===== src/rtl/top.sv =====
// Three-colour PRBS7 symbol transmitter: each colour emits a reference stream and a
// copy shaped by a whole-cycle delay plus independent rising/falling edge delays.
module top (
    input  logic clk_x10,
    input  logic g_rst,
    input  logic send_enable_button,
    input  logic send_stop_button,
    input  logic r_whole_delay_button,
    input  logic g_whole_delay_button,
    input  logic b_whole_delay_button,
    input  logic r_rising_delay_button,
    input  logic g_rising_delay_button,
    input  logic b_rising_delay_button,
    input  logic r_falling_delay_button,
    input  logic g_falling_delay_button,
    input  logic b_falling_delay_button,
    output logic slow_rst,
    output logic red_output_ref_p,
    output logic red_output_ref_n,
    output logic green_output_ref_p,
    output logic green_output_ref_n,
    output logic blue_output_ref_p,
    output logic blue_output_ref_n,
    output logic red_output_delay_p,
    output logic red_output_delay_n,
    output logic green_output_delay_p,
    output logic green_output_delay_n,
    output logic blue_output_delay_p,
    output logic blue_output_delay_n,
    output logic led_out_3,
    output logic led_out_2,
    output logic led_out_1,
    output logic led_out_0
);

    typedef enum logic {IDLE, SEND} state_t;

    localparam int NBTN = 11;
    localparam int EN_IDX = 0;
    localparam int STOP_IDX = 1;
    localparam logic [2:0][6:0] SEEDS = {7'h55, 7'h2A, 7'h01};

    state_t            state_reg;
    logic              slow_rst_reg;
    logic [6:0]        slow_cnt_reg;
    logic [3:0]        tc_reg;
    logic [23:0]       hb_cnt_reg;
    logic              hb_led_reg;
    logic [NBTN-1:0]   btn_raw;
    logic [NBTN-1:0]   sync1_reg, sync2_reg, sync3_reg;
    logic [NBTN-1:0]   evt;
    logic              advance;
    logic [2:0]        ref_p_vec, ref_n_vec, dly_p_vec, dly_n_vec, nz_vec;

    // Bit order: enable, stop, whole r/g/b, rising r/g/b, falling r/g/b
    assign btn_raw = {b_falling_delay_button, g_falling_delay_button, r_falling_delay_button,
                      b_rising_delay_button,  g_rising_delay_button,  r_rising_delay_button,
                      b_whole_delay_button,   g_whole_delay_button,   r_whole_delay_button,
                      send_stop_button, send_enable_button};

    always_ff @(posedge clk_x10 or negedge g_rst) begin
        if (!g_rst) begin
            sync1_reg <= '0;
            sync2_reg <= '0;
            sync3_reg <= '0;
        end else begin
            sync1_reg <= btn_raw;
            sync2_reg <= sync1_reg;
            sync3_reg <= sync2_reg;
        end
    end

    assign evt = sync2_reg & ~sync3_reg & {NBTN{~slow_rst_reg}};

    always_ff @(posedge clk_x10 or negedge g_rst) begin
        if (!g_rst) begin
            slow_rst_reg <= 1'b1;
            slow_cnt_reg <= '0;
        end else if (slow_rst_reg) begin
            if (slow_cnt_reg == 7'd99) begin
                slow_rst_reg <= 1'b0;
            end else begin
                slow_cnt_reg <= slow_cnt_reg + 7'd1;
            end
        end
    end

    always_ff @(posedge clk_x10 or negedge g_rst) begin
        if (!g_rst) begin
            tc_reg     <= '0;
            hb_cnt_reg <= '0;
            hb_led_reg <= 1'b0;
        end else begin
            tc_reg     <= (tc_reg == 4'd9) ? 4'd0 : tc_reg + 4'd1;
            hb_cnt_reg <= hb_cnt_reg + 24'd1;
            if (hb_cnt_reg == '1) begin
                hb_led_reg <= ~hb_led_reg;
            end
        end
    end

    // Stop has priority over enable when both arrive together
    always_ff @(posedge clk_x10 or negedge g_rst) begin
        if (!g_rst) begin
            state_reg <= IDLE;
        end else begin
            case (state_reg)
                IDLE:    if (evt[EN_IDX] && !evt[STOP_IDX]) state_reg <= SEND;
                SEND:    if (evt[STOP_IDX]) state_reg <= IDLE;
                default: state_reg <= IDLE;
            endcase
        end
    end

    assign advance = (state_reg == SEND) && (tc_reg == 4'd9);

    generate
        for (genvar gi = 0; gi < 3; gi++) begin : g_colour
            logic [6:0]  prbs_reg;
            logic [3:0]  whole_reg;
            logic [2:0]  rise_reg, fall_reg;
            logic        ref_p_reg, ref_n_reg, dly_p_reg, dly_n_reg;
            logic [15:0] sr_reg;
            logic        s_q_reg, pend_reg;
            logic [2:0]  cnt_reg;
            logic        ref_next, s_cur, dly_next, pend_next;
            logic [2:0]  cnt_next, dly_amt;

            assign ref_next = (state_reg == SEND) & prbs_reg[6];

            always_comb begin
                s_cur = (whole_reg == 4'd0) ? ref_p_reg : sr_reg[whole_reg - 4'd1];
            end

            // A new s transition always restarts the edge timer, cancelling any pending edge
            always_comb begin
                dly_next  = dly_p_reg;
                pend_next = pend_reg;
                cnt_next  = cnt_reg;
                dly_amt   = s_cur ? rise_reg : fall_reg;
                if (s_cur != s_q_reg) begin
                    if (dly_amt == 3'd0) begin
                        dly_next  = s_cur;
                        pend_next = 1'b0;
                    end else begin
                        pend_next = 1'b1;
                        cnt_next  = dly_amt - 3'd1;
                    end
                end else if (pend_reg) begin
                    if (cnt_reg == 3'd0) begin
                        dly_next  = s_cur;
                        pend_next = 1'b0;
                    end else begin
                        cnt_next = cnt_reg - 3'd1;
                    end
                end
            end

            always_ff @(posedge clk_x10 or negedge g_rst) begin
                if (!g_rst) begin
                    prbs_reg  <= SEEDS[gi];
                    whole_reg <= '0;
                    rise_reg  <= '0;
                    fall_reg  <= '0;
                    ref_p_reg <= 1'b0;
                    ref_n_reg <= 1'b1;
                    dly_p_reg <= 1'b0;
                    dly_n_reg <= 1'b1;
                    sr_reg    <= '0;
                    s_q_reg   <= 1'b0;
                    pend_reg  <= 1'b0;
                    cnt_reg   <= '0;
                end else begin
                    if (advance) begin
                        prbs_reg <= {prbs_reg[5:0], prbs_reg[6] ^ prbs_reg[5]};
                    end
                    if (evt[2 + gi]) whole_reg <= whole_reg + 4'd1;
                    if (evt[5 + gi]) rise_reg  <= rise_reg + 3'd1;
                    if (evt[8 + gi]) fall_reg  <= fall_reg + 3'd1;
                    ref_p_reg <= ref_next;
                    ref_n_reg <= ~ref_next;
                    sr_reg    <= {sr_reg[14:0], ref_p_reg};
                    s_q_reg   <= s_cur;
                    dly_p_reg <= dly_next;
                    dly_n_reg <= ~dly_next;
                    pend_reg  <= pend_next;
                    cnt_reg   <= cnt_next;
                end
            end

            assign ref_p_vec[gi] = ref_p_reg;
            assign ref_n_vec[gi] = ref_n_reg;
            assign dly_p_vec[gi] = dly_p_reg;
            assign dly_n_vec[gi] = dly_n_reg;
            assign nz_vec[gi]    = |{whole_reg, rise_reg, fall_reg};
        end
    endgenerate

    assign slow_rst             = slow_rst_reg;
    assign red_output_ref_p     = ref_p_vec[0];
    assign red_output_ref_n     = ref_n_vec[0];
    assign green_output_ref_p   = ref_p_vec[1];
    assign green_output_ref_n   = ref_n_vec[1];
    assign blue_output_ref_p    = ref_p_vec[2];
    assign blue_output_ref_n    = ref_n_vec[2];
    assign red_output_delay_p   = dly_p_vec[0];
    assign red_output_delay_n   = dly_n_vec[0];
    assign green_output_delay_p = dly_p_vec[1];
    assign green_output_delay_n = dly_n_vec[1];
    assign blue_output_delay_p  = dly_p_vec[2];
    assign blue_output_delay_n  = dly_n_vec[2];

    assign led_out_0 = (state_reg == SEND);
    assign led_out_1 = ~slow_rst_reg;
    assign led_out_2 = hb_led_reg;
    assign led_out_3 = |nz_vec;

endmodule


===== config.mk =====
export PLATFORM = sky130hd
export DESIGN_NAME = top
export DESIGN_NICKNAME = d
export VERILOG_FILES = /design/src/rtl/top.sv
export SDC_FILE = /design/constraint.sdc
export NUM_CORES = 1
export LEC_CHECK = 0
export CORE_AREA = 2 2 115 117
export DETAILED_ROUTE_END_ITERATION = 7
export DIE_AREA = 0 0 117 119
export HOLD_SLACK_MARGIN = 0.15
export PLACE_DENSITY = 0.81
export SYNTH_ARGS = -nofsm -noshare
export SYNTH_HDL_FRONTEND = slang
export SYNTH_SLANG_ARGS = --single-unit

===== constraint.sdc =====
create_clock -name clk_x10 -period 6.7 [get_ports clk_x10]
set_input_delay 1.675 -clock clk_x10 [delete_from_list [all_inputs] [get_ports clk_x10]]
set_output_delay 1.675 -clock clk_x10 [all_outputs]
set_load 0.02 [all_outputs]

-- After elaboration in Yosys (flattened, before gate mapping)
Index checks and enable logic that the tools add are counted.
- add/subtract/negate cells: 21
- multiply operators: 0
- div/mod/pow operators: 0
- order comparisons: 3
- equality and inequality tests: 12
- shifts and indexed selects: 0
- mux-type cells: 54
- bitwise logic cells: 19
- reduce and logical (&&, ||, !) cells: 20
- operator list (kind ; number):
    two-way mux 3 bit ; 15
    two-way mux 1 bit ; 34
    OR reduction 30 bit ; 1
    adder 24 x 1 -> 24 bit (second input constant) ; 1
    == test 24 bit (second input constant) ; 1
    bitwise AND 11 bit ; 2
    adder 3 x 1 -> 3 bit (second input constant) ; 6
    zero test 3 bit ; 6
    subtractor 3 x 1 -> 3 bit (second input constant) ; 6
    adder 4 x 1 -> 4 bit (second input constant) ; 4
    < comparator 4 x 5 -> 1 bit (second input constant) ; 3
    binary-select mux 1 bit (select 4 bit) ; 3
    zero test 4 bit ; 3
    inequality test 2 bit (second input constant) ; 6
    subtractor 4 x 1 -> 4 bit (second input constant) ; 3
    NOT 11 bit ; 1
    NOT 1 bit ; 10
    AND reduction 3 bit ; 3
    adder 7 x 1 -> 7 bit (second input constant) ; 1
    == test 7 bit (second input constant) ; 1
    nonzero test 2 bit ; 3
    == test 4 bit (second input constant) ; 1
    two-way mux 4 bit ; 1
    bitwise AND 1 bit ; 3
    6 further kinds ; 11
- register bits: 197
- latch bits: 0
- bits in writable memories: 0
- bits in read-only memories: 0
- input bits: 13
- output and inout bits: 17
- logic and storage cells: 174
- memories kept: 0

-- Longest topological paths before layout
Gate-level depths: netlist (run 1).
- depth in word-level cells: 9
- gate-level depth with buffers: 17
- depth with buffers taken out: 15

-- Least setup slack after synthesis (run 1)
OpenSTA, ideal clock, no wires.
- path kind: reg-to-reg
- start point: reg g_colour[2].whole_reg[0]
- end point: reg g_colour[2].cnt_reg[2]
- setup time: 0.064 ns
- data arrival time: 3.620 ns
- data required time: 6.636 ns
- path slack: 3.016 ns
- stages on the path, launching flop included: 17
- buffers on the path: 3
- clock period less this slack: 3.684 ns
- cell sequence: dfrtp_1 > clkbuf_1 > inv_1 > ha_1 > clkbuf_1 > mux4_2 > nor2_1 > a211oi_2 > buf_2 > mux2i_1 > nand2_1 > o21ai_0 > ha_1 > or3b_2 > a41o_1 > nand3_1 > mux2_2
- word-level cells in the longest chain between the ends: 8
- elaborated cells on any way between the ends: 15
- those cells by class: add/sub: 2; eq/ne: 3; mux: 6; reduce/logical: 4
- ends and longest elaborated chain (element ; line ; text):
    start, declared ; 120 ; logic [3:0] whole_reg;
    start signal, assigned ; 177 ; if (evt[2 + gi]) whole_reg <= whole_reg + 4'd1;
    subtractor 4 x 1 -> 4 bit ; 132 ; s_cur = (whole_reg == 4'd0) ? ref_p_reg : sr_reg[whole_reg - 4'd1];
    binary-select mux 1 bit (select 4 bit) ; 132 ;
    two-way mux 1 bit (not written as such) ; 132 ;
    two-way mux 1 bit (*) ; 132 ;
    via g_colour[2].s_cur ; 126 ; logic ref_next, s_cur, dly_next, pend_next;
    two-way mux 3 bit ; 140 ; dly_amt = s_cur ? rise_reg : fall_reg;
    subtractor 3 x 1 -> 3 bit or zero test 3 bit (tied branches) ; 147, 142 ;
    two-way mux 3 bit or inequality test 2 bit (tied branches) ; - ;
    two-way mux 3 bit or AND reduction 3 bit (tied branches) ; - ;
    end signal, assigned ; 187 ; cnt_reg <= cnt_next;
    end, declared ; 125 ; logic [2:0] cnt_reg;
Mark *: on every way through the listed nets, which the timed path passes. The rest lies on a longest branch. The select of a mux whose other input is x is not followed.
A chain may end at the register's enable or synchronous reset.

-- Final worst setup path (run 1)
- start point: reg g_colour[1].whole_reg[0]
- end point: out led_out_3
- word-level cells in the longest chain between the ends: 1
- ends and longest elaborated chain (element ; line ; text):
    start, declared ; 120 ;
    start signal, assigned ; 177 ;
    OR reduction 30 bit ; 216 ; assign led_out_3 = |nz_vec;
    end, declared ; 30 ; output logic led_out_3,
No other way between the ends.

==> results of run 1 <==
worst max path at each step:
| stage | start | endpoint | slack [ns] | cells past startpoint |
|---|---|---|---|---|
| global route | g_colour[2].whole_reg[0] | g_colour[2].cnt_reg[2] | 2.16 | 13 |
| detailed placement | g_colour[2].whole_reg[0] | g_colour[2].cnt_reg[2] | 2.52 | 13 |
| global placement | g_colour[2].whole_reg[0] | g_colour[2].cnt_reg[2] | 2.78 | 13 |
| floorplan | g_colour[2].whole_reg[0] | g_colour[2].cnt_reg[2] | 3.02 | 16 |
| finish | g_colour[1].whole_reg[0] | led_out_3 | 2.41 | 7 |
| CTS | g_colour[1].whole_reg[0] | led_out_3 | 2.36 | 7 |
synthesized netlist by cell type, drive strengths merged, types with 2 or more instances:
cell type / instances / area share, %
nand3: 11 / 0.68
ha: 23 / 3.6
mux4: 11 / 3.1
o22ai: 3 / 0.23
inv: 32 / 1.5
nand2: 53 / 2.5
o41ai: 2 / 0.22
nand3b: 6 / 0.56
nor2b: 6 / 0.46
nand4: 11 / 0.85
nor2: 20 / 0.93
mux2i: 30 / 3.9
dfstp: 15 / 4.9
o21ai: 22 / 1.4
xnor2: 45 / 5.0
a211oi: 3 / 0.34
nor3b: 14 / 1.3
a31oi: 4 / 0.31
a21oi: 9 / 0.60
o211ai: 3 / 0.28
and4: 4 / 0.43
and3: 3 / 0.23
clkbuf: 8 / 0.37
a21o: 2 / 0.19
nand2b: 6 / 0.46
nor3: 20 / 1.2
buf: 6 / 0.37
xor2: 14 / 1.5
mux2: 32 / 4.5
dfrtp: 182 / 56
per-layer routing:
metal	track usage, %	part of all wire [%]	vias to the layer above
li1	-	-	2220
met1	28.60	45	2392
met2	33.71	51	60
met3	5.140	2.6	19
met4	8.676	1.7	0
met5	0	0	-
stage by stage:
stage | hold WS [ns] | cells
floorplan | 0.3312 | 618
global placement | 0.3338 | 810
detailed placement | 0.3347 | 810
CTS | 0.3496 | 841
global route | 0.3551 | 841
finish | 0.3489 | 841
area by class of cell:
cell class / instances / area share, %
well taps: 176 / 2.406
flip-flops and latches: 197 / 54.07
clock inverters: 11 / 1.640
multi-input cells: 375 / 32.29
inverters: 32 / 1.312
repair buffers: 30 / 3.295
clock buffers: 20 / 4.990
kinds of logic after synthesis:
family / count (synthesis) / synth area share [%]
xor gates and xnor gates: 59 / 6.485
and+or+nand+nor: 161 / 10.31
AOI/OAI and AO/OA: 59 / 4.767
DFF: 197 / 61.21
buffers and inverters: 46 / 2.229
adders and majority gates: 23 / 3.560
muxes: 73 / 11.44
worst max-delay path, stage by stage (launching register included):
cell	delay [ns]
dfrtp_1	0.52
inv_1	0.18
ha_1	0.21
nor2b_1	0.20
nand3b_1	0.13
nor3_1	0.23
nand4_1	0.13
clkdlybuf4s50_1	0.58
power by group through the flow:
stage / combinational [mW] / sequential, mW / clock, mW
after floorplan: 0.709 / 1.45 / 0
after global placement: 0.777 / 1.51 / 0
after detailed placement: 0.832 / 1.52 / 0
after CTS: 0.840 / 1.50 / 1.06
after global routing: 0.944 / 1.53 / 1.10
final: 0.835 / 1.50 / 1.03
==> metrics.txt, run 1 <==
# TYPE chip_impl_metric gauge
chip_impl_info{name="run_status",value="finished, final reports clean"} 1
chip_impl_info{name="grt_setup_unrepaired",value="false"} 1
chip_impl_info{name="mostFrequentLayoutCell",value="dfrtp_1"} 1
chip_impl_metric{name="ys.warnings.count",unit=""} 0
chip_impl_metric{name="antenna_found_initial",unit=""} 0
chip_impl_info{name="timing.hold.worst.start",value="sync1_reg[0]"} 1
chip_impl_metric{name="p_switching",unit="mW"} 1.029
chip_impl_metric{name="maximum_number_of_pins_on_one_net_before_global_route_repair",unit=""} 124
chip_impl_metric{name="slew_headroom",unit="%"} 27.09
chip_impl_metric{name="power.clock.fraction",unit="%"} 30.6
chip_impl_info{name="rr_startpoint",value="g_colour[2].whole_reg[0]"} 1
chip_impl_metric{name="drt-vias-per-instance",unit=""} 5.578
chip_impl_metric{name="r2r_setup_slack",unit="ns"} 2.48
chip_impl_metric{name="hold_buffers",unit=""} 0
chip_impl_metric{name="insertion_delay",unit="ns"} 0.43
chip_impl_metric{name="final_min_period_over_clock_period",unit="%"} 63.98
chip_impl_info{name="mostFrequentLayoutCells",value="dfrtp_1 (182), nand2_1 (53), xnor2_1 (44), inv_1 (32), mux2_2 (32)"} 1
chip_impl_metric{name="netlist-cell-type-count",unit=""} 54
chip_impl_metric{name="synth_enable_flop_cells",unit=""} 0
chip_impl_metric{name="postRouteWirelength",unit="µm"} 13270
chip_impl_metric{name="layout.area.seq",unit="µm²"} 4949
chip_impl_info{name="cp-end-kind",value="primary output"} 1
chip_impl_metric{name="die_boundary_height",unit="µm"} 119
chip_impl_metric{name="synth.cell_area",unit="µm²"} 8084
chip_impl_metric{name="n_diodes",unit=""} 0
chip_impl_metric{name="fillCellCount",unit=""} 880
chip_impl_metric{name="totalNegativeSetupSlack",unit="ns"} 0
chip_impl_metric{name="worst_r2r_path_depth",unit=""} 13
chip_impl_metric{name="post-cts-setup-buffers",unit=""} 0
chip_impl_metric{name="multi_input_area",unit="µm²"} 2955
chip_impl_metric{name="numCtsBuffers",unit=""} 17
chip_impl_metric{name="clock_path_buffers",unit=""} 2
chip_impl_metric{name="fin_worst_skew",unit="ns"} 0.007312
chip_impl_metric{name="largest_reg_flops",unit=""} 48
chip_impl_metric{name="seqPwrFrac",unit="%"} 44.6
chip_impl_metric{name="min_setup_slack_post_route",unit="ns"} 2.413
chip_impl_metric{name="cts.reportedPaths.clkPinSlew",unit="ns"} 0.07
chip_impl_metric{name="worst-slew-pin-transition",unit="ns"} 1.088
chip_impl_metric{name="post_synth_net_total",unit=""} 654
chip_impl_metric{name="cts.sink_count",unit=""} 197
chip_impl_metric{name="detailedPlace.worstSlack",unit="ns"} 2.517
chip_impl_info{name="cts_tree",value="built"} 1
chip_impl_info{name="startpoint_class",value="flip-flop"} 1
chip_impl_info{name="setup.worst_path.class",value="reg -> out"} 1
chip_impl_info{name="timing.rr.end",value="g_colour[2].cnt_reg[2]"} 1
chip_impl_metric{name="place_hpwl",unit="µm"} 8771
chip_impl_metric{name="synth_sequential_area_ratio",unit="%"} 61.21
chip_impl_metric{name="drc_errors_left",unit=""} 0
chip_impl_metric{name="p_leak",unit="nW"} 4.226
chip_impl_metric{name="initial_core_util",unit="%"} 62.79
chip_impl_metric{name="die_area",unit="µm²"} 13920
chip_impl_metric{name="ys_async_sr_fraction",unit="%"} 100.0
chip_impl_metric{name="critPathArrivalTime",unit="ns"} 2.61
chip_impl_metric{name="post-route-cell-area",unit="µm²"} 9153
chip_impl_metric{name="first_pass_grt_wire_length",unit="µm"} 22730
chip_impl_metric{name="gp_congestion",unit=""} 0.7823
chip_impl_metric{name="power_switching_share",unit="%"} 30.56
chip_impl_metric{name="io_pins",unit=""} 30
chip_impl_metric{name="peakVddDrop",unit="mV"} 0.2072
chip_impl_metric{name="post_synth_inst_count",unit=""} 618
chip_impl_metric{name="post_drt_wl_per_cell",unit="µm"} 15.77
chip_impl_metric{name="route.antenna.remaining_nets",unit=""} 0
chip_impl_metric{name="maxClockFrequency",unit="GHz"} 0.2333
chip_impl_metric{name="totalPowerFinal",unit="mW"} 3.366
chip_impl_metric{name="globalRouteTotalUtil",unit="%"} 21.32
chip_impl_metric{name="final_nets",unit=""} 689
chip_impl_metric{name="cts_resized",unit=""} 0
chip_impl_info{name="clock_tree.root_cell",value="clkbuf_16"} 1
chip_impl_metric{name="row_count",unit=""} 42
chip_impl_metric{name="period_needed",unit="ns"} 4.287
chip_impl_info{name="worstHoldEndpoint",value="sync2_reg[0]"} 1
chip_impl_info{name="holdCritPathClass",value="reg -> reg"} 1
chip_impl_metric{name="finalSetupViolCount",unit=""} 0
chip_impl_metric{name="number_of_global_route_vias_before_repair",unit=""} 4762
chip_impl_metric{name="htree_num_levels",unit=""} 4
chip_impl_metric{name="required",unit="ns"} 5.03
chip_impl_info{name="ys_dominant_reg_cell",value="dfrtp_1"} 1
chip_impl_metric{name="slew_viol_final",unit=""} 0
chip_impl_metric{name="io_buffers",unit=""} 29
chip_impl_metric{name="drtPass1Iterations",unit=""} 4
chip_impl_metric{name="gr-total-overflow",unit=""} 0
chip_impl_metric{name="drt_iter0_markers",unit=""} 310
chip_impl_metric{name="detailroute.via_count",unit=""} 4691
chip_impl_metric{name="power_density",unit="nW/µm²"} 367.8
chip_impl_metric{name="die_wd",unit="µm"} 117
chip_impl_metric{name="combPwrFrac",unit="%"} 24.8
chip_impl_metric{name="max_cap_viol_count",unit=""} 0
chip_impl_metric{name="final_layout_size_suffix_gt1_share",unit="%"} 14.89
chip_impl_metric{name="hold_path_depth",unit=""} 0
chip_impl_metric{name="synth.ff_latch_count",unit=""} 197
chip_impl_metric{name="average_cell_area_after_synthesis",unit="µm²"} 13.08
chip_impl_metric{name="final_core_utilization",unit="%"} 71.09
chip_impl_metric{name="hold_fails_final_rpt",unit=""} 0
chip_impl_metric{name="internal-power",unit="mW"} 2.337
chip_impl_metric{name="path_max_fanout",unit=""} 9
chip_impl_metric{name="area_of_placed_instances",unit="µm²"} 8546
chip_impl_metric{name="syn_to_final_growth",unit="%"} 13.22
chip_impl_metric{name="core_region_area",unit="µm²"} 12870
(Power assumes the default switching activity.)
==> inputs of run 2 (changes only) <==
- CORE_AREA: 2 2 115 117 -> 2 2 125 127
- DIE_AREA: 0 0 117 119 -> 0 0 127 129
- PLACE_DENSITY: 0.81 -> 0.73
- clock period: 6.7 -> 3.9 ns (I/O delays scaled with it)
==> metrics.txt, run 2 (same netlist as run 1, synthesis figures left out) <==
# TYPE chip_impl_metric gauge
chip_impl_info{name="run_status",value="finished, final reports clean"} 1
chip_impl_info{name="grt_setup_unrepaired",value="false"} 1
chip_impl_metric{name="p_leak",unit="nW"} 4.281
chip_impl_metric{name="antenna_found_initial",unit=""} 0
chip_impl_metric{name="io_buffers",unit=""} 29
chip_impl_metric{name="maxClockFrequency",unit="GHz"} 0.2749
chip_impl_metric{name="final_layout_size_suffix_gt1_share",unit="%"} 16.30
chip_impl_metric{name="htree_num_levels",unit=""} 4
chip_impl_metric{name="io_pins",unit=""} 30
chip_impl_metric{name="clock_path_buffers",unit=""} 2
chip_impl_metric{name="fin_worst_skew",unit="ns"} 0.008648
chip_impl_metric{name="route.antenna.remaining_nets",unit=""} 0
chip_impl_metric{name="core_region_area",unit="µm²"} 14980
chip_impl_metric{name="critPathArrivalTime",unit="ns"} 4.00
chip_impl_metric{name="max_cap_viol_count",unit=""} 0
chip_impl_metric{name="final_cell_count_no_fill",unit=""} 863
chip_impl_metric{name="syn_to_final_growth",unit="%"} 14.63
chip_impl_metric{name="required",unit="ns"} 4.27
chip_impl_metric{name="peakVddDrop",unit="mV"} 0.3843
chip_impl_info{name="cp-end-kind",value="flip-flop"} 1
chip_impl_metric{name="path_max_fanout",unit=""} 11
chip_impl_metric{name="n_diodes",unit=""} 0
chip_impl_metric{name="drtPass1Iterations",unit=""} 4
chip_impl_metric{name="insertion_delay",unit="ns"} 0.43
chip_impl_metric{name="drt-vias-per-instance",unit=""} 5.418
chip_impl_info{name="setup.worst_path.class",value="reg -> reg"} 1
chip_impl_metric{name="row_count",unit=""} 45
chip_impl_metric{name="cts.reportedPaths.clkPinSlew",unit="ns"} 0.07
chip_impl_metric{name="hold_fails_final_rpt",unit=""} 0
chip_impl_metric{name="drt_iter0_markers",unit=""} 294
chip_impl_metric{name="hold_buffers",unit=""} 0
chip_impl_metric{name="gp_congestion",unit=""} 0.7948
chip_impl_metric{name="power_density",unit="nW/µm²"} 639.7
chip_impl_metric{name="slew_viol_final",unit=""} 0
chip_impl_metric{name="slew_headroom",unit="%"} 26.41
chip_impl_metric{name="finalSetupViolCount",unit=""} 0
chip_impl_info{name="clock_tree.root_cell",value="clkbuf_16"} 1
chip_impl_metric{name="largest_reg_flops",unit=""} 48
chip_impl_metric{name="die_area",unit="µm²"} 16380
chip_impl_metric{name="fillCellCount",unit=""} 1108
chip_impl_metric{name="dp.cells",unit=""} 828
chip_impl_metric{name="min_setup_slack_post_route",unit="ns"} 0.2629
chip_impl_metric{name="first_pass_grt_wire_length",unit="µm"} 23070
chip_impl_metric{name="worst_r2r_path_depth",unit=""} 13
chip_impl_info{name="cts_tree",value="built"} 1
chip_impl_metric{name="drc_errors_left",unit=""} 0
chip_impl_metric{name="detailroute.via_count",unit=""} 4676
chip_impl_metric{name="final_min_period_over_clock_period",unit="%"} 93.26
chip_impl_metric{name="period_needed",unit="ns"} 3.637
chip_impl_metric{name="die_boundary_height",unit="µm"} 129
chip_impl_metric{name="final_nets",unit=""} 698
chip_impl_metric{name="detailedPlace.worstSlack",unit="ns"} -0.03601
chip_impl_metric{name="hold_path_depth",unit=""} 0
chip_impl_metric{name="worst-slew-pin-transition",unit="ns"} 1.098
chip_impl_metric{name="die_wd",unit="µm"} 127
chip_impl_metric{name="gr-total-overflow",unit=""} 0
chip_impl_info{name="startpoint_class",value="flip-flop"} 1
chip_impl_metric{name="globalRouteTotalUtil",unit="%"} 17.92
chip_impl_metric{name="cts.sink_count",unit=""} 197
chip_impl_info{name="holdCritPathClass",value="reg -> reg"} 1
chip_impl_info{name="mostFrequentLayoutCells",value="dfrtp_1 (181), nand2_1 (53), xnor2_1 (44), inv_1 (32), mux2_2 (32)"} 1
chip_impl_metric{name="initial_core_util",unit="%"} 53.98
chip_impl_metric{name="maximum_number_of_pins_on_one_net_before_global_route_repair",unit=""} 99
chip_impl_info{name="mostFrequentLayoutCell",value="dfrtp_1"} 1
chip_impl_metric{name="place_hpwl",unit="µm"} 8855
chip_impl_metric{name="number_of_global_route_vias_before_repair",unit=""} 4842
chip_impl_metric{name="numCtsBuffers",unit=""} 17
chip_impl_metric{name="postRouteWirelength",unit="µm"} 13310
chip_impl_metric{name="post_drt_wl_per_cell",unit="µm"} 15.42
-- run 2: cell types whose count changed in the layout (fill, tap and decap cells not counted), sizes merged --
cell,change
buf,+9
bufinv,-1
clkbuf,-1
clkinv,-1
clkinvlp,-1
inv,+5
-- run 2: worst max-delay path, stage by stage, from the launching register on --
cell,delay (ns)
dfrtp_1,0.43
inv_1,0.10
ha_1,0.51
mux4_2,0.55
o22ai_1,0.22
a211oi_4,0.11
buf_12,0.15
mux2i_1,0.11
mux2_2,0.28
ha_1,0.26
or3b_2,0.46
a41o_1,0.19
nand3_1,0.06
mux2_2,0.14
-- run 2: worst paths after layout --
| check | start | to | slack, ns |
|---|---|---|---|
| setup / recovery | g_colour[2].whole_reg[1] | g_colour[2].cnt_reg[2] | 0.26 |
| hold / removal | sync1_reg[4] | sync2_reg[4] | 0.35 |
| hold reg to reg | sync1_reg[4] | sync2_reg[4] | 0.35 |
| setup reg to reg | g_colour[2].whole_reg[1] | g_colour[2].cnt_reg[2] | 0.26 |
| max in group asynchronous | g_rst | g_colour[1].prbs_reg[1] | 2.45 |
| min in group asynchronous | g_rst | sync1_reg[3] | 0.60 |
-- run 2: layout make-up --
type | instances | area [µm²] | area share (%)
Sequential cell | 197 | 4950 | 53.42
Multi-Input combinational cell | 375 | 2963 | 31.97
Clock buffer | 19 | 442.9 | 4.780
Timing Repair Buffer | 39 | 394.1 | 4.253
Tap cell | 188 | 235.2 | 2.538
Clock inverter | 13 | 161.4 | 1.742
Inverter | 32 | 120.1 | 1.296
-- run 2: routing by layer --
layer	vias to the layer above	global-route usage, %	share of wire [%]
met5	-	0	0
met4	0	7.369	2.0
met3	21	4.366	2.7
met2	64	28.46	49
met1	2362	24.05	47
li1	2229	-	-
-- run 2: timing repair --
item,4_1_cts,5_1_grt
gates resized for setup,1,1
pin swaps,0,1
buffers inserted,0,3
endpoints found under the setup margin,1,2
-- run 2: power breakdown --
group,switching [mW],internal (mW),leakage (nW)
sequential,0.280,2.26,2.52
clock,0.790,0.987,0.296
combinational,0.791,0.815,1.46
total,1.86,4.07,4.28
-- run 2: metrics by stage --
stage / total power [mW] / hold slack [ns] / cell area, µm² / util, % / TNS, ns
floorplan: 3.704 / 0.3312 / 8084 / - / 0
CTS: 5.880 / 0.3519 / 9230 / 61.63 / 0
global placement: 3.970 / 0.3320 / 8618 / 57.54 / 0
finish: 5.927 / 0.3490 / 9266 / 61.87 / 0
detailed placement: 4.060 / 0.3356 / 8618 / 57.54 / -0.03601
global route: 6.266 / 0.3558 / 9266 / 61.87 / 0
==> inputs of run 3 (changes only) <==
- CORE_AREA: 2 2 125 127 -> 2 2 143 110
- DIE_AREA: 0 0 127 129 -> 0 0 145 112
- SLEW_MARGIN: not set -> 20
==> metrics.txt, run 3 (same netlist as run 1, synthesis figures left out) <==
# TYPE chip_impl_metric gauge
chip_impl_metric{name="path_buf_inv",unit=""} 2
chip_impl_metric{name="htree_num_levels",unit=""} 4
chip_impl_metric{name="final_min_period_over_clock_period",unit="%"} 92.61
chip_impl_info{name="holdCritPathClass",value="reg -> reg"} 1
chip_impl_metric{name="min_setup_slack_post_route",unit="ns"} 0.2881
chip_impl_metric{name="hold_fails_final_rpt",unit=""} 0
chip_impl_metric{name="cpPeakStageDelay",unit="ns"} 0.60
chip_impl_info{name="startpoint_class",value="flip-flop"} 1
chip_impl_metric{name="critPathArrivalTime",unit="ns"} 2.64
chip_impl_metric{name="postRouteWirelength",unit="µm"} 13720
chip_impl_info{name="crit_path_cell_trace",value="inv_1 -> ha_1 -> or4b_2 -> nor3_1 -> nand4_1 -> clkdlybuf4s50_1"} 1
chip_impl_metric{name="r2r_setup_slack",unit="ns"} 0.30
chip_impl_metric{name="final_nets",unit=""} 696
chip_impl_metric{name="final_cell_count_no_fill",unit=""} 878
chip_impl_metric{name="slew_headroom",unit="%"} 42.77
chip_impl_metric{name="maximum_number_of_pins_on_one_net_before_global_route_repair",unit=""} 110
chip_impl_metric{name="die_wd",unit="µm"} 145
chip_impl_metric{name="path_max_fanout",unit=""} 5
chip_impl_metric{name="dp.cells",unit=""} 844
chip_impl_metric{name="gp_congestion",unit=""} 0.8184
chip_impl_info{name="cp-end-kind",value="primary output"} 1
chip_impl_metric{name="final_core_utilization",unit="%"} 62.18
chip_impl_metric{name="totalNegativeSetupSlack",unit="ns"} 0
chip_impl_info{name="setup.worst_path.class",value="reg -> out"} 1
chip_impl_metric{name="detailedPlace.worstSlack",unit="ns"} -0.1181
chip_impl_metric{name="drt-vias-per-instance",unit=""} 5.330
chip_impl_metric{name="max_cap_viol_count",unit=""} 0
chip_impl_metric{name="peakVddDrop",unit="mV"} 0.3135
chip_impl_metric{name="insertion_delay",unit="ns"} 0.44
chip_impl_metric{name="initial_core_util",unit="%"} 54.32
chip_impl_metric{name="cts.reportedPaths.clkPinSlew",unit="ns"} 0.07
chip_impl_metric{name="post_drt_wl_per_cell",unit="µm"} 15.62
chip_impl_metric{name="period_needed",unit="ns"} 3.612
chip_impl_metric{name="post-route-cell-area",unit="µm²"} 9254
chip_impl_info{name="run_status",value="finished, final reports clean"} 1
chip_impl_metric{name="worst_hold_slack",unit="ns"} 0.3509
chip_impl_metric{name="die_area",unit="µm²"} 16240
chip_impl_metric{name="final_layout_size_suffix_gt1_share",unit="%"} 16.05
chip_impl_metric{name="area_of_placed_instances",unit="µm²"} 8632
chip_impl_metric{name="drt_iter0_markers",unit=""} 247
chip_impl_metric{name="slew_viol_final",unit=""} 0
chip_impl_metric{name="antenna_found_initial",unit=""} 0
chip_impl_metric{name="first_pass_grt_wire_length",unit="µm"} 23560
chip_impl_metric{name="row_count",unit=""} 39
chip_impl_metric{name="multi_input_area",unit="µm²"} 2977
chip_impl_metric{name="drc_errors_left",unit=""} 0
chip_impl_info{name="grt_setup_unrepaired",value="false"} 1
chip_impl_metric{name="die_boundary_height",unit="µm"} 112
chip_impl_metric{name="layout.area.seq",unit="µm²"} 4951
chip_impl_metric{name="fillCellCount",unit=""} 1130
chip_impl_metric{name="number_of_global_route_vias_before_repair",unit=""} 4868
chip_impl_metric{name="worst-slew-pin-transition",unit="ns"} 0.8585
chip_impl_info{name="clock_tree.root_cell",value="clkbuf_16"} 1
chip_impl_metric{name="route.antenna.remaining_nets",unit=""} 0
chip_impl_metric{name="clock_path_buffers",unit=""} 2
chip_impl_metric{name="cts.sink_count",unit=""} 197
chip_impl_metric{name="largest_reg_flops",unit=""} 48
chip_impl_metric{name="fin_worst_skew",unit="ns"} 0.01023
chip_impl_info{name="mostFrequentLayoutCell",value="dfrtp_1"} 1
chip_impl_metric{name="drtPass1Iterations",unit=""} 4
chip_impl_metric{name="gr-total-overflow",unit=""} 0
chip_impl_metric{name="required",unit="ns"} 2.92
chip_impl_info{name="worst_path_dominant_cell_family",value="simple AND/OR/NAND/NOR gates"} 1
chip_impl_metric{name="maxClockFrequency",unit="GHz"} 0.2769
chip_impl_metric{name="detailroute.via_count",unit=""} 4680
chip_impl_metric{name="finalSetupViolCount",unit=""} 0
chip_impl_info{name="mostFrequentLayoutCells",value="dfrtp_1 (180), nand2_1 (53), xnor2_1 (44), inv_1 (32), mux2_2 (32)"} 1
chip_impl_metric{name="p_leak",unit="nW"} 4.255
chip_impl_metric{name="numCtsBuffers",unit=""} 17
chip_impl_info{name="cts_tree",value="built"} 1
chip_impl_metric{name="io_buffers",unit=""} 29
chip_impl_metric{name="globalRouteTotalUtil",unit="%"} 18.42
chip_impl_metric{name="core_region_area",unit="µm²"} 14880
chip_impl_metric{name="totalPowerFinal",unit="mW"} 5.802
chip_impl_info{name="critical_path.slowest_cell",value="clkdlybuf4s50_1"} 1
chip_impl_metric{name="io_pins",unit=""} 30
chip_impl_metric{name="n_diodes",unit=""} 0
chip_impl_metric{name="syn_to_final_growth",unit="%"} 14.47
chip_impl_metric{name="power_density",unit="nW/µm²"} 627.0
chip_impl_metric{name="place_hpwl",unit="µm"} 9195
==> run 3: changes by cell type in the layout (fill, tap and decap cells not counted), moves of 2 or more <==
cell / previous run / this run
inv_8: 4 / 1
buf_4: 8 / 5
clkbuf_1: 1 / 3
inv_6: 3 / 5
buf_6: 0 / 2
==> run 3: worst reg2reg max path, delay by kind of cell, from the launching register on <==
family | cells | cell delay [ns]
muxes | 4 | 1.15
adders and majority gates | 2 | 0.77
AOI/OAI and AO/OA | 3 | 0.58
buffers and inverters | 1 | 0.10
and+or+nand+nor | 2 | 0.54
DFF | 1 | 0.42
==> run 3: what timing repair did <==
action / 4_1_cts / 5_1_grt
setup endpoints to repair: 1 / 3
hold buffers: 0 / 0
setup buffers: 0 / 1
resized for setup: 1 / 5
pin swaps: 0 / 1
==> run 3: final timing paths <==
path	from	to	cells after the start
setup / recovery	g_colour[0].rise_reg[0]	led_out_3	6
hold / removal	sync1_reg[4]	sync2_reg[4]	0
setup reg to reg	g_colour[2].whole_reg[1]	g_colour[2].cnt_reg[2]	12
hold reg to reg	sync1_reg[4]	sync2_reg[4]	0
max in group asynchronous	g_rst	g_colour[0].whole_reg[0]	2
min in group asynchronous	g_rst	sync3_reg[7]	1
==> run 3: routing by layer <==
| layer | vias up | global-route usage, % | part of all wire [%] |
|---|---|---|---|
| met5 | - | 0 | 0 |
| met4 | 0 | 7.261 | 1.8 |
| met3 | 21 | 5.000 | 3.1 |
| met2 | 53 | 29.40 | 48 |
| met1 | 2372 | 24.36 | 47 |
| li1 | 2234 | - | - |
==> run 3: final cells by class <==
cell class | count | area share (%)
multi-input cells | 375 | 32.17
clock buffers | 22 | 5.016
clock inverters | 10 | 1.203
inverters | 32 | 1.298
flip-flops and latches | 197 | 53.50
repair buffers | 37 | 4.043
well taps | 205 | 2.772
==> run 3: power breakdown <==
group / internal (mW) / switching, mW / total, mW
Sequential: 2.27 / 0.306 / 2.57
Combinational: 0.757 / 0.765 / 1.52
Clock: 0.933 / 0.774 / 1.71
Total: 3.96 / 1.85 / 5.80
